$ cat src/rtl/dvi_tx_timing_ctrl_if.sv
// ---------------------------------------------------------------------------
// dvi_tx_timing_ctrl_if
// Read-request handshake between the timing controller and an upstream
// first-word-fall-through pixel source.
//   pix_req   : read strobe from the controller; the word on pix_data is
//               consumed in the same cycle the strobe is high
//   pix_valid : source has a word on pix_data
//   pix_data  : {r[7:0], g[7:0], b[7:0]}
// master = timing controller side, slave = pixel source side.
// ---------------------------------------------------------------------------
interface dvi_tx_timing_ctrl_if;
    logic        pix_req;
    logic        pix_valid;
    logic [23:0] pix_data;

    modport master (
        output pix_req,
        input  pix_valid,
        input  pix_data
    );

    modport slave (
        input  pix_req,
        output pix_valid,
        output pix_data
    );
endinterface

$ cat src/rtl/dvi_tx_timing_ctrl.sv
// ---------------------------------------------------------------------------
// dvi_tx_timing_ctrl
// Video timing sequencer for the DVI/HDMI transmit path. A 12-bit h/v counter
// pair walks the programmed raster (active, front porch, sync, back porch),
// pulls pixels from an FWFT source while inside the active window, and
// presents registered, mutually aligned sync/de/rgb/x/y to the TMDS encoder.
// Output starts and stops only on frame boundaries.
// Ports:
//   clk, rstn         pixel clock, asynchronous active-low reset
//   i_en              run request (level)
//   i_underflow_clr   clears the sticky underflow flag
//   pix_if            pixel source handshake (master side)
//   o_hs, o_vs, o_de  sync and data enable to the encoder
//   o_r, o_g, o_b     pixel to the encoder
//   o_x, o_y          coordinates of the pixel currently on the outputs
//   o_frame_start     one-cycle pulse with the first active pixel of a frame
//   o_busy            sequencer is not idle
//   o_underflow       sticky: a request found the source empty
// ---------------------------------------------------------------------------
module dvi_tx_timing_ctrl #(
    parameter int          H_ACTIVE = 1280,
    parameter int          H_FP     = 110,
    parameter int          H_SYNC   = 40,
    parameter int          H_BP     = 220,
    parameter int          V_ACTIVE = 720,
    parameter int          V_FP     = 5,
    parameter int          V_SYNC   = 5,
    parameter int          V_BP     = 20,
    parameter bit          HS_POL   = 1'b1,
    parameter bit          VS_POL   = 1'b1,
    parameter logic [23:0] FILL     = 24'h000000
) (
    input  logic                        clk,
    input  logic                        rstn,
    input  logic                        i_en,
    input  logic                        i_underflow_clr,
    dvi_tx_timing_ctrl_if.master        pix_if,
    output logic                        o_hs,
    output logic                        o_vs,
    output logic                        o_de,
    output logic [7:0]                  o_r,
    output logic [7:0]                  o_g,
    output logic [7:0]                  o_b,
    output logic [11:0]                 o_x,
    output logic [11:0]                 o_y,
    output logic                        o_frame_start,
    output logic                        o_busy,
    output logic                        o_underflow
);

    localparam int H_TOTAL = H_ACTIVE + H_FP + H_SYNC + H_BP;
    localparam int V_TOTAL = V_ACTIVE + V_FP + V_SYNC + V_BP;

    localparam logic [11:0] H_ACT_END  = 12'(H_ACTIVE);
    localparam logic [11:0] H_SYNC_BEG = 12'(H_ACTIVE + H_FP);
    localparam logic [11:0] H_SYNC_END = 12'(H_ACTIVE + H_FP + H_SYNC);
    localparam logic [11:0] H_LAST     = 12'(H_TOTAL - 1);
    localparam logic [11:0] V_ACT_END  = 12'(V_ACTIVE);
    localparam logic [11:0] V_SYNC_BEG = 12'(V_ACTIVE + V_FP);
    localparam logic [11:0] V_SYNC_END = 12'(V_ACTIVE + V_FP + V_SYNC);
    localparam logic [11:0] V_LAST     = 12'(V_TOTAL - 1);

    typedef enum logic [1:0] {
        S_IDLE  = 2'd0,
        S_RUN   = 2'd1,
        S_DRAIN = 2'd2
    } state_t;

    state_t      r_state;
    logic [11:0] r_h_cnt;
    logic [11:0] r_v_cnt;

    logic        w_h_end;
    logic        w_v_end;
    logic        w_frame_end;
    logic [11:0] w_h_nxt;
    logic [11:0] w_v_nxt;
    logic        w_busy;
    logic        w_h_act;
    logic        w_v_act;
    logic        w_hs_win;
    logic        w_vs_win;
    logic        w_pix_req;

    // Counter stage: raster position and run state
    assign w_h_end     = (r_h_cnt == H_LAST);
    assign w_v_end     = (r_v_cnt == V_LAST);
    assign w_frame_end = w_h_end & w_v_end;
    assign w_h_nxt     = w_h_end ? 12'd0 : r_h_cnt + 12'd1;
    assign w_v_nxt     = w_h_end ? (w_v_end ? 12'd0 : r_v_cnt + 12'd1) : r_v_cnt;

    always_ff @(posedge clk or negedge rstn) begin
        if (!rstn) begin
            r_state <= S_IDLE;
            r_h_cnt <= 12'd0;
            r_v_cnt <= 12'd0;
        end else begin
            case (r_state)
                S_IDLE: begin
                    r_h_cnt <= 12'd0;
                    r_v_cnt <= 12'd0;
                    if (i_en) r_state <= S_RUN;
                end
                S_RUN, S_DRAIN: begin
                    // A stop request seen on the last pixel of a frame ends it
                    // right there; otherwise keep walking the raster and let
                    // i_en choose between running and draining, so re-raising
                    // i_en while draining never breaks the timing.
                    if (!i_en && w_frame_end) begin
                        r_state <= S_IDLE;
                        r_h_cnt <= 12'd0;
                        r_v_cnt <= 12'd0;
                    end else begin
                        r_state <= i_en ? S_RUN : S_DRAIN;
                        r_h_cnt <= w_h_nxt;
                        r_v_cnt <= w_v_nxt;
                    end
                end
                default: begin
                    r_state <= S_IDLE;
                    r_h_cnt <= 12'd0;
                    r_v_cnt <= 12'd0;
                end
            endcase
        end
    end

    // Window decodes come from flops only, so pix_req has no input path.
    assign w_busy    = (r_state != S_IDLE);
    assign w_h_act   = (r_h_cnt < H_ACT_END);
    assign w_v_act   = (r_v_cnt < V_ACT_END);
    assign w_hs_win  = (r_h_cnt >= H_SYNC_BEG) && (r_h_cnt < H_SYNC_END);
    assign w_vs_win  = (r_v_cnt >= V_SYNC_BEG) && (r_v_cnt < V_SYNC_END);
    assign w_pix_req = w_busy & w_h_act & w_v_act;

    assign pix_if.pix_req = w_pix_req;
    assign o_busy         = w_busy;

    logic        r_hs;
    logic        r_vs;
    logic        r_de;
    logic [23:0] r_rgb;
    logic [11:0] r_x;
    logic [11:0] r_y;
    logic        r_fs;
    logic        r_uf;

    // Output stage: everything registered from the counter stage together
    always_ff @(posedge clk or negedge rstn) begin
        if (!rstn) begin
            r_hs  <= ~HS_POL;
            r_vs  <= ~VS_POL;
            r_de  <= 1'b0;
            r_rgb <= 24'd0;
            r_x   <= 12'd0;
            r_y   <= 12'd0;
            r_fs  <= 1'b0;
            r_uf  <= 1'b0;
        end else begin
            // Counters sit at (0,0) in idle, so only the sync levels need forcing.
            r_hs <= w_busy ? (w_hs_win ~^ HS_POL) : ~HS_POL;
            r_vs <= w_busy ? (w_vs_win ~^ VS_POL) : ~VS_POL;
            r_de <= w_pix_req;
            r_x  <= r_h_cnt;
            r_y  <= r_v_cnt;
            r_fs <= w_pix_req && (r_h_cnt == 12'd0) && (r_v_cnt == 12'd0);
            if (w_pix_req)
                r_rgb <= pix_if.pix_valid ? pix_if.pix_data : FILL;
            else
                r_rgb <= 24'd0;
            // A new underflow takes priority over a simultaneous clear.
            if (w_pix_req && !pix_if.pix_valid)
                r_uf <= 1'b1;
            else if (i_underflow_clr)
                r_uf <= 1'b0;
        end
    end

    assign o_hs          = r_hs;
    assign o_vs          = r_vs;
    assign o_de          = r_de;
    assign o_r           = r_rgb[23:16];
    assign o_g           = r_rgb[15:8];
    assign o_b           = r_rgb[7:0];
    assign o_x           = r_x;
    assign o_y           = r_y;
    assign o_frame_start = r_fs;
    assign o_underflow   = r_uf;

endmodule

$ cat src/flat_wrapper.sv
// flat-port wrapper written by rule: the top's interface ports become plain ports
module dvi_tx_timing_ctrl_flat 
#(
    parameter int          H_ACTIVE = 1280,
    parameter int          H_FP     = 110,
    parameter int          H_SYNC   = 40,
    parameter int          H_BP     = 220,
    parameter int          V_ACTIVE = 720,
    parameter int          V_FP     = 5,
    parameter int          V_SYNC   = 5,
    parameter int          V_BP     = 20,
    parameter bit          HS_POL   = 1'b1,
    parameter bit          VS_POL   = 1'b1,
    parameter logic [23:0] FILL     = 24'h000000
)
  (clk, rstn, i_en, i_underflow_clr, o_hs, o_vs, o_de, o_r, o_g, o_b, o_x, o_y, o_frame_start, o_busy, o_underflow, pix_if_pix_req, pix_if_pix_valid, pix_if_pix_data);
  dvi_tx_timing_ctrl_if pix_if_i ();
  input  logic clk;
  input  logic rstn;
  input  logic i_en;
  input  logic i_underflow_clr;
  output logic o_hs;
  output logic o_vs;
  output logic o_de;
  output logic [7:0] o_r;
  output logic [7:0] o_g;
  output logic [7:0] o_b;
  output logic [11:0] o_x;
  output logic [11:0] o_y;
  output logic o_frame_start;
  output logic o_busy;
  output logic o_underflow;
  output wire logic [$bits(pix_if_i.pix_req)-1:0] pix_if_pix_req;
  input wire logic [$bits(pix_if_i.pix_valid)-1:0] pix_if_pix_valid;
  input wire logic [$bits(pix_if_i.pix_data)-1:0] pix_if_pix_data;
  assign pix_if_pix_req = pix_if_i.pix_req;
  assign pix_if_i.pix_valid = pix_if_pix_valid;
  assign pix_if_i.pix_data = pix_if_pix_data;
  dvi_tx_timing_ctrl #(.H_ACTIVE(H_ACTIVE), .H_FP(H_FP), .H_SYNC(H_SYNC), .H_BP(H_BP), .V_ACTIVE(V_ACTIVE), .V_FP(V_FP), .V_SYNC(V_SYNC), .V_BP(V_BP), .HS_POL(HS_POL), .VS_POL(VS_POL), .FILL(FILL)) u_core (.clk(clk), .rstn(rstn), .i_en(i_en), .i_underflow_clr(i_underflow_clr), .pix_if(pix_if_i), .o_hs(o_hs), .o_vs(o_vs), .o_de(o_de), .o_r(o_r), .o_g(o_g), .o_b(o_b), .o_x(o_x), .o_y(o_y), .o_frame_start(o_frame_start), .o_busy(o_busy), .o_underflow(o_underflow));
endmodule
$ cat config.mk
export PLATFORM = sky130hd
export DESIGN_NAME = dvi_tx_timing_ctrl_flat
export DESIGN_NICKNAME = d
export VERILOG_FILES = /design/src/rtl/dvi_tx_timing_ctrl_if.sv /design/src/rtl/dvi_tx_timing_ctrl.sv /design/src/flat_wrapper.sv
export SDC_FILE = /design/constraint.sdc
export NUM_CORES = 1
export LEC_CHECK = 0
export CAP_MARGIN = 20
export CELL_PAD_IN_SITES_DETAIL_PLACEMENT = 0
export CELL_PAD_IN_SITES_GLOBAL_PLACEMENT = 1
export CORE_MARGIN = 2
export CORE_UTILIZATION = 40
export DETAILED_ROUTE_END_ITERATION = 7
export PLACE_DENSITY_LB_ADDON = 0.25
export SYNTH_ARGS = -nofsm -noshare
export SYNTH_HDL_FRONTEND = slang
export SYNTH_SLANG_ARGS = --single-unit
$ cat constraint.sdc
create_clock -name clk -period 3.8 [get_ports clk]
set_input_delay 0.76 -clock clk [delete_from_list [all_inputs] [get_ports clk]]
set_output_delay 0.76 -clock clk [all_outputs]
set_load 0.005 [all_outputs]
### After elaboration in Yosys (flattened, before gate mapping)

Index checks and enable logic that the tools add are counted.

| word-level totals | value |
|---|---|
| register bits after elaboration | 79 |
| word-level logic and storage cells | 59 |
| bits of input ports | 29 |
| output and inout port bits | 55 |

| cells by class | value |
|---|---|
| bitwise gates (word level) | 3 |
| $lt $le $gt $ge | 6 |
| equality and inequality tests | 6 |
| reduce and logical (&&, ||, !) cells | 14 |
| add/sub/neg operators | 2 |
| multiplexer cells | 17 |

Operator list:

| cell | number |
|---|---|
| $mux 12 | 7 |
| $mux 24 | 2 |
| $add 12x1->12 const B | 2 |
| $logic_not 12->1 | 2 |
| $lt 12x10->1 const B | 2 |
| $lt 12x11->1 const B | 2 |
| $eq 12x10->1 const B | 1 |
| $eq 12x11->1 const B | 1 |
| $ge 12x10->1 const B | 1 |
| $ge 12x11->1 const B | 1 |
| $logic_and 1x1->1 | 6 |
| $mux 2 | 3 |
| $mux 1 | 4 |
| $pmux 2 s2 | 1 |
| $reduce_bool 2->1 | 2 |
| $and 1x1->1 | 3 |
| $ne 3x1->1 const B | 1 |
| $eq 2x1->1 const B | 1 |
| $eq 2x2->1 const B | 1 |
| $logic_not 1->1 | 2 |
| $logic_not 2->1 | 1 |
| $ne 2x2->1 const B | 1 |
| $reduce_or 2->1 | 1 |

### Depth between registers and ports, before layout

| logic depth | value |
|---|---|
| depth in word-level cells | 5 |
| depth in mapped cells | 7 |
| gate-level depth less buffers | 6 |

### Worst setup path after synthesis

Ideal clock, no wire load.

| timing path | value |
|---|---|
| kind | flip-flop to flip-flop |
| start | register u_core.r_h_cnt[8] |
| end | register u_core.r_v_cnt[11] |
| path buffers | 2 |
| arrival | 1.949 ns |
| cell stages (with the launch flop) | 7 |
| library setup time | 0.078 ns |
| required time | 3.722 ns |
| setup slack | 1.774 ns |
| period minus slack after synthesis | 2.026 ns |
| cells stage by stage | dfrtp_1 -> buf_6 -> or3_4 -> o31a_1 -> buf_6 -> or4_1 -> a21oi_1 |

| on the way | value |
|---|---|
| word-level cells in the longest chain between the ends | 5 |
| elaborated cells between the ends (all ways) | 6 |
| classes of those cells | eq/ne: 2; mux: 2; bitwise: 1; reduce/logical: 1 |

Ends and longest elaborated chain:

| element | line | source |
|---|---|---|
| start, declared | dvi_tx_timing_ctrl.sv:70 | `logic [11:0] r_h_cnt;` |
| start signal, assigned | dvi_tx_timing_ctrl.sv:115 | `r_h_cnt <= w_h_nxt;` |
| $eq 12x11->1 * | dvi_tx_timing_ctrl.sv:86 | `assign w_h_end = (r_h_cnt == H_LAST);` |
| $and 1x1->1 | dvi_tx_timing_ctrl.sv:88 | `assign w_frame_end = w_h_end & w_v_end;` |
| $logic_and 1x1->1 | dvi_tx_timing_ctrl.sv:109 | `if (!i_en && w_frame_end) begin` |
| $mux 12 | dvi_tx_timing_ctrl.sv:109 |  |
| $mux 12 | dvi_tx_timing_ctrl.sv:98 | `case (r_state)` |
| end signal, assigned | dvi_tx_timing_ctrl.sv:116 | `r_v_cnt <= w_v_nxt;` |
| end, declared | dvi_tx_timing_ctrl.sv:71 | `logic [11:0] r_v_cnt;` |

Mark *: on every way between the ends. The rest lies on a longest branch, timed or not.
A chain may end at the register's enable or synchronous reset.

### Final worst setup path

| timing path | value |
|---|---|
| start | register u_core.r_state[0] |
| end | output pix_if_pix_req |

| on the way | value |
|---|---|
| word-level cells in the longest chain between the ends | 3 |

Ends and longest elaborated chain:

| element | line | source |
|---|---|---|
| start, declared | dvi_tx_timing_ctrl.sv:69 | `state_t r_state;` |
| start signal, assigned | dvi_tx_timing_ctrl.sv:114 | `r_state <= i_en ? S_RUN : S_DRAIN;` |
| $reduce_bool 2->1 | dvi_tx_timing_ctrl.sv:129 | `assign w_busy = (r_state != S_IDLE);` |
| $and 1x1->1 (2 in series) | dvi_tx_timing_ctrl.sv:134 | `assign w_pix_req = w_busy & w_h_act & w_v_act;` |
| end, declared | flat_wrapper.sv:33 | `output wire logic [$bits(pix_if_i.pix_req)-1:0] pix_if_pix_req;` |

Every way passes these cells.

==> reports/summary.txt <==
Status: finished, final reports clean
Sink Count: 79
Peak supply drop: 0.0002972 V
RSZ-0062 raised after global routing: no
Synth top area share: 62.43%
Fin. Hold Viols: 0
FF-to-FF setup slack: 1.54 ns
Crit path max fanout: 5
Post-route clock skew: 0.01006 ns
CP Data Arrival Time: 2.26 ns
Power per cell area: 557.0 nW/um^2
Critical Path Source: u_core.r_state[0]$_DFFE_PN0P_
Reg-to-Reg Start: u_core.r_v_cnt[8]$_DFFE_PN0P_
Hold Path Class: reg -> reg
Pre-CTS setup slack: 1.165 ns
Tmin final: 3.022 ns
Ratio of cells with drive above 1 in the final layout: 6.389%
Maxcap violations: 0
Synthesized net count: 309
Sequential share of the synthesized area: 62.43%
Vias per cell: 4.946
Startpoint types: flop
Leading area contributor after synthesis: dfrtp_1
Number of global-route vias before repair: 2,279
Register-to-Register Path Depth: 4
First-pass GRT wire length: 11.38 mm
Primary FF master, synth: dfrtp_1
R2R Path End: u_core.r_v_cnt[6]$_DFFE_PN0P_
Slew Viols, Final: 0
Longest Clk Path Bufs: 2
Cell Area, Synth: 3167 um^2
H-tree levels: 3
Total GRT Usage: 16.93%
Remaining DRCs: 0
Via count: 2,285
Initial antenna violation count: 0
DR WL/cell: 14.73 um
PnR worst setup slack: 0.7780 ns
Die area: 8644 um^2
Critical Path RT: 3.04 ns
Setup Crit Path Kind: reg -> out
Most frequent cell after synthesis: dfrtp_1
Worst-path clk slew: 0.08 ns
Core Rows: 32
CTS tree: yes
Final setup viols: 0
Hold Buf Count CTS: 0
Worst slew pin tran: 0.9617 ns
Post-route setup TNS: 0 ns
Horiz. Die Dim: 92.98 um
Nets: 393
Commonest cells post-synth: dfrtp_1 (79), and2_1 (28), nor2_1 (16)
Yosys Warn Count: 0
Final worst-path cycle share: 79.53%
Initial Util: 41.19%
Hpwl dp: 4.643 mm
Detailed router's first-iteration violation count: 85
CP endpoint kind: primary output
CTS buffer count: 9
Leakage: 1.904 nW
Post-CTS Resized: 0
Ys async rst share: 100.0%
Fmax: 330.9 MHz
Die Y: 92.98 um
DR pass1 iterations: 4
Worst hold start: u_core.r_v_cnt[11]$_DFFE_PN0P_
Synth cell types: 36
Largest cells by area after synthesis: dfrtp_1 (62%), and2_1 (5.5%), ha_1 (3.6%)
Post-DRT Antenna Nets: 0
Largest net degree at the start of global routing: 80
Root Buffer: clkbuf_8
Number of synthesized flops with an enable pin: 0
Finished Core Util: 56.41%
Latest clock arrival within the worst-skew pair: 0.35 ns
PortBufs: 83
Relative slew slack: 35.89%
IO Pins: 84
Diodes inserted: 0
Mapped Avg Cell Area: 11.69 um^2
End of the worst hold path: u_core.o_y[11]$_DFF_PN0_
Final Total Pwr: 2.415 mW
Total wire length: 6.804 mm
Area Growth Syn to Fin: 36.94%
GRT overflow: 0
Core ar.: 7687 um^2
GPL Wtd Cong: 0.8061
Hold path depth: 0
Post-synthesis register bit count: 79
Post-CTS Setup Bufs: 0
Cell count after synthesis: 271
-- worst max path at each step --
stage	slack (ns)	to
finish	0.78	pix_if_pix_req
global route	0.67	pix_if_pix_req
CTS	0.77	pix_if_pix_req
detailed placement	1.16	pix_if_pix_req
global placement	1.22	pix_if_pix_req
floorplan	1.77	u_core.r_v_cnt[11]$_DFFE_PN0P_
-- critical path: stages (launching register included) --
cell and delay [ns]:
dfrtp_1 0.36, inv_1 0.06, ha_1 0.26, nor4_1 0.19, nand3_1 0.15, or2_2 0.32, inv_1 0.08, clkdlybuf4s50_1 0.50
-- where the power goes --
group	leakage [nW]	switching, mW	internal, mW
clock	0.127	0.309	0.459
combinational	0.697	0.347	0.313
sequential	1.08	0.0491	0.938
total	1.90	0.705	1.71
-- routing by layer --
metal | wire, um | global-route usage, % | part of all wire [%] | up-vias
met1 | 3342 | 24.24 | 49 | 1093
met5 | 0 | 0 | 0 | -
li1 | - | - | - | 1100
met3 | 466 | 5.318 | 6.8 | 8
met2 | 2910 | 24.64 | 43 | 84
met4 | 85 | 5.515 | 1.2 | 0
-- layout by cell type (no fill, tap or decap), types with 2 or more instances in the layout --
cell              n
nor2_1           16
clkdlybuf4s50_1  82
a21oi_1          13
o21a_1            2
nor3b_1           3
xor2_1            8
nand3_1          10
dfrtp_1          79
nor4_1            4
or2_2             2
nand4_1           7
and3_1            4
o21ai_0           9
and2_1           28
ha_1              9
bufinv_16         3
nand4b_1          2
and4_1            4
o31ai_1           4
nand3b_1          2
clkinv_4          2
nand2_1          11
inv_1            14
nor3_1            3
xnor2_1           2
clkbuf_8         10
or4_1             5
or3_1             8
-- area by class of cell --
cell class	count	area, um^2
clock buffers	10	137.6
multi-input cells	167	1086
fillers	692	3351
repair buffers	84	839.6
inverters	14	52.55
flip-flops and latches	79	1977
clock inverters	6	116.4
well taps	102	127.6
-- registers in the layout, summed over array words and instances, names as in the netlist --
signal	count
u_core.o_frame_start	1
u_core.o_hs	1
u_core.o_vs	1
u_core.r_v_cnt	12
u_core.r_state	2
u_core.o_x	12
u_core.o_underflow	1
u_core.r_h_cnt	12
u_core.r_rgb	24
u_core.o_y	12
u_core.o_de	1
-- cell families (layout without fill, tap and decap cells) --
group	Yosys count	count (layout)	synth area share, %
AND/OR/NAND/NOR	113	113	20.82
flip-flops	79	79	62.43
AO/OA/AOI/OAI	35	35	6.994
buffers and inverters	25	114	3.437
XOR/XNOR	10	10	2.766
adder cells (fa/ha/maj)	9	9	3.556
-- through the flow --
| step | hold slack (ns) | cell area (um^2) | instances |
|---|---|---|---|
| floorplan | 0.3519 | 3167 | 271 |
| global placement | 0.4286 | 4071 | 445 |
| detailed placement | 0.4316 | 4071 | 445 |
| CTS | 0.4557 | 4325 | 461 |
| global route | 0.4647 | 4337 | 462 |
| finish | 0.4585 | 4337 | 462 |
Note: power is estimated with default switching activity, not from simulation.
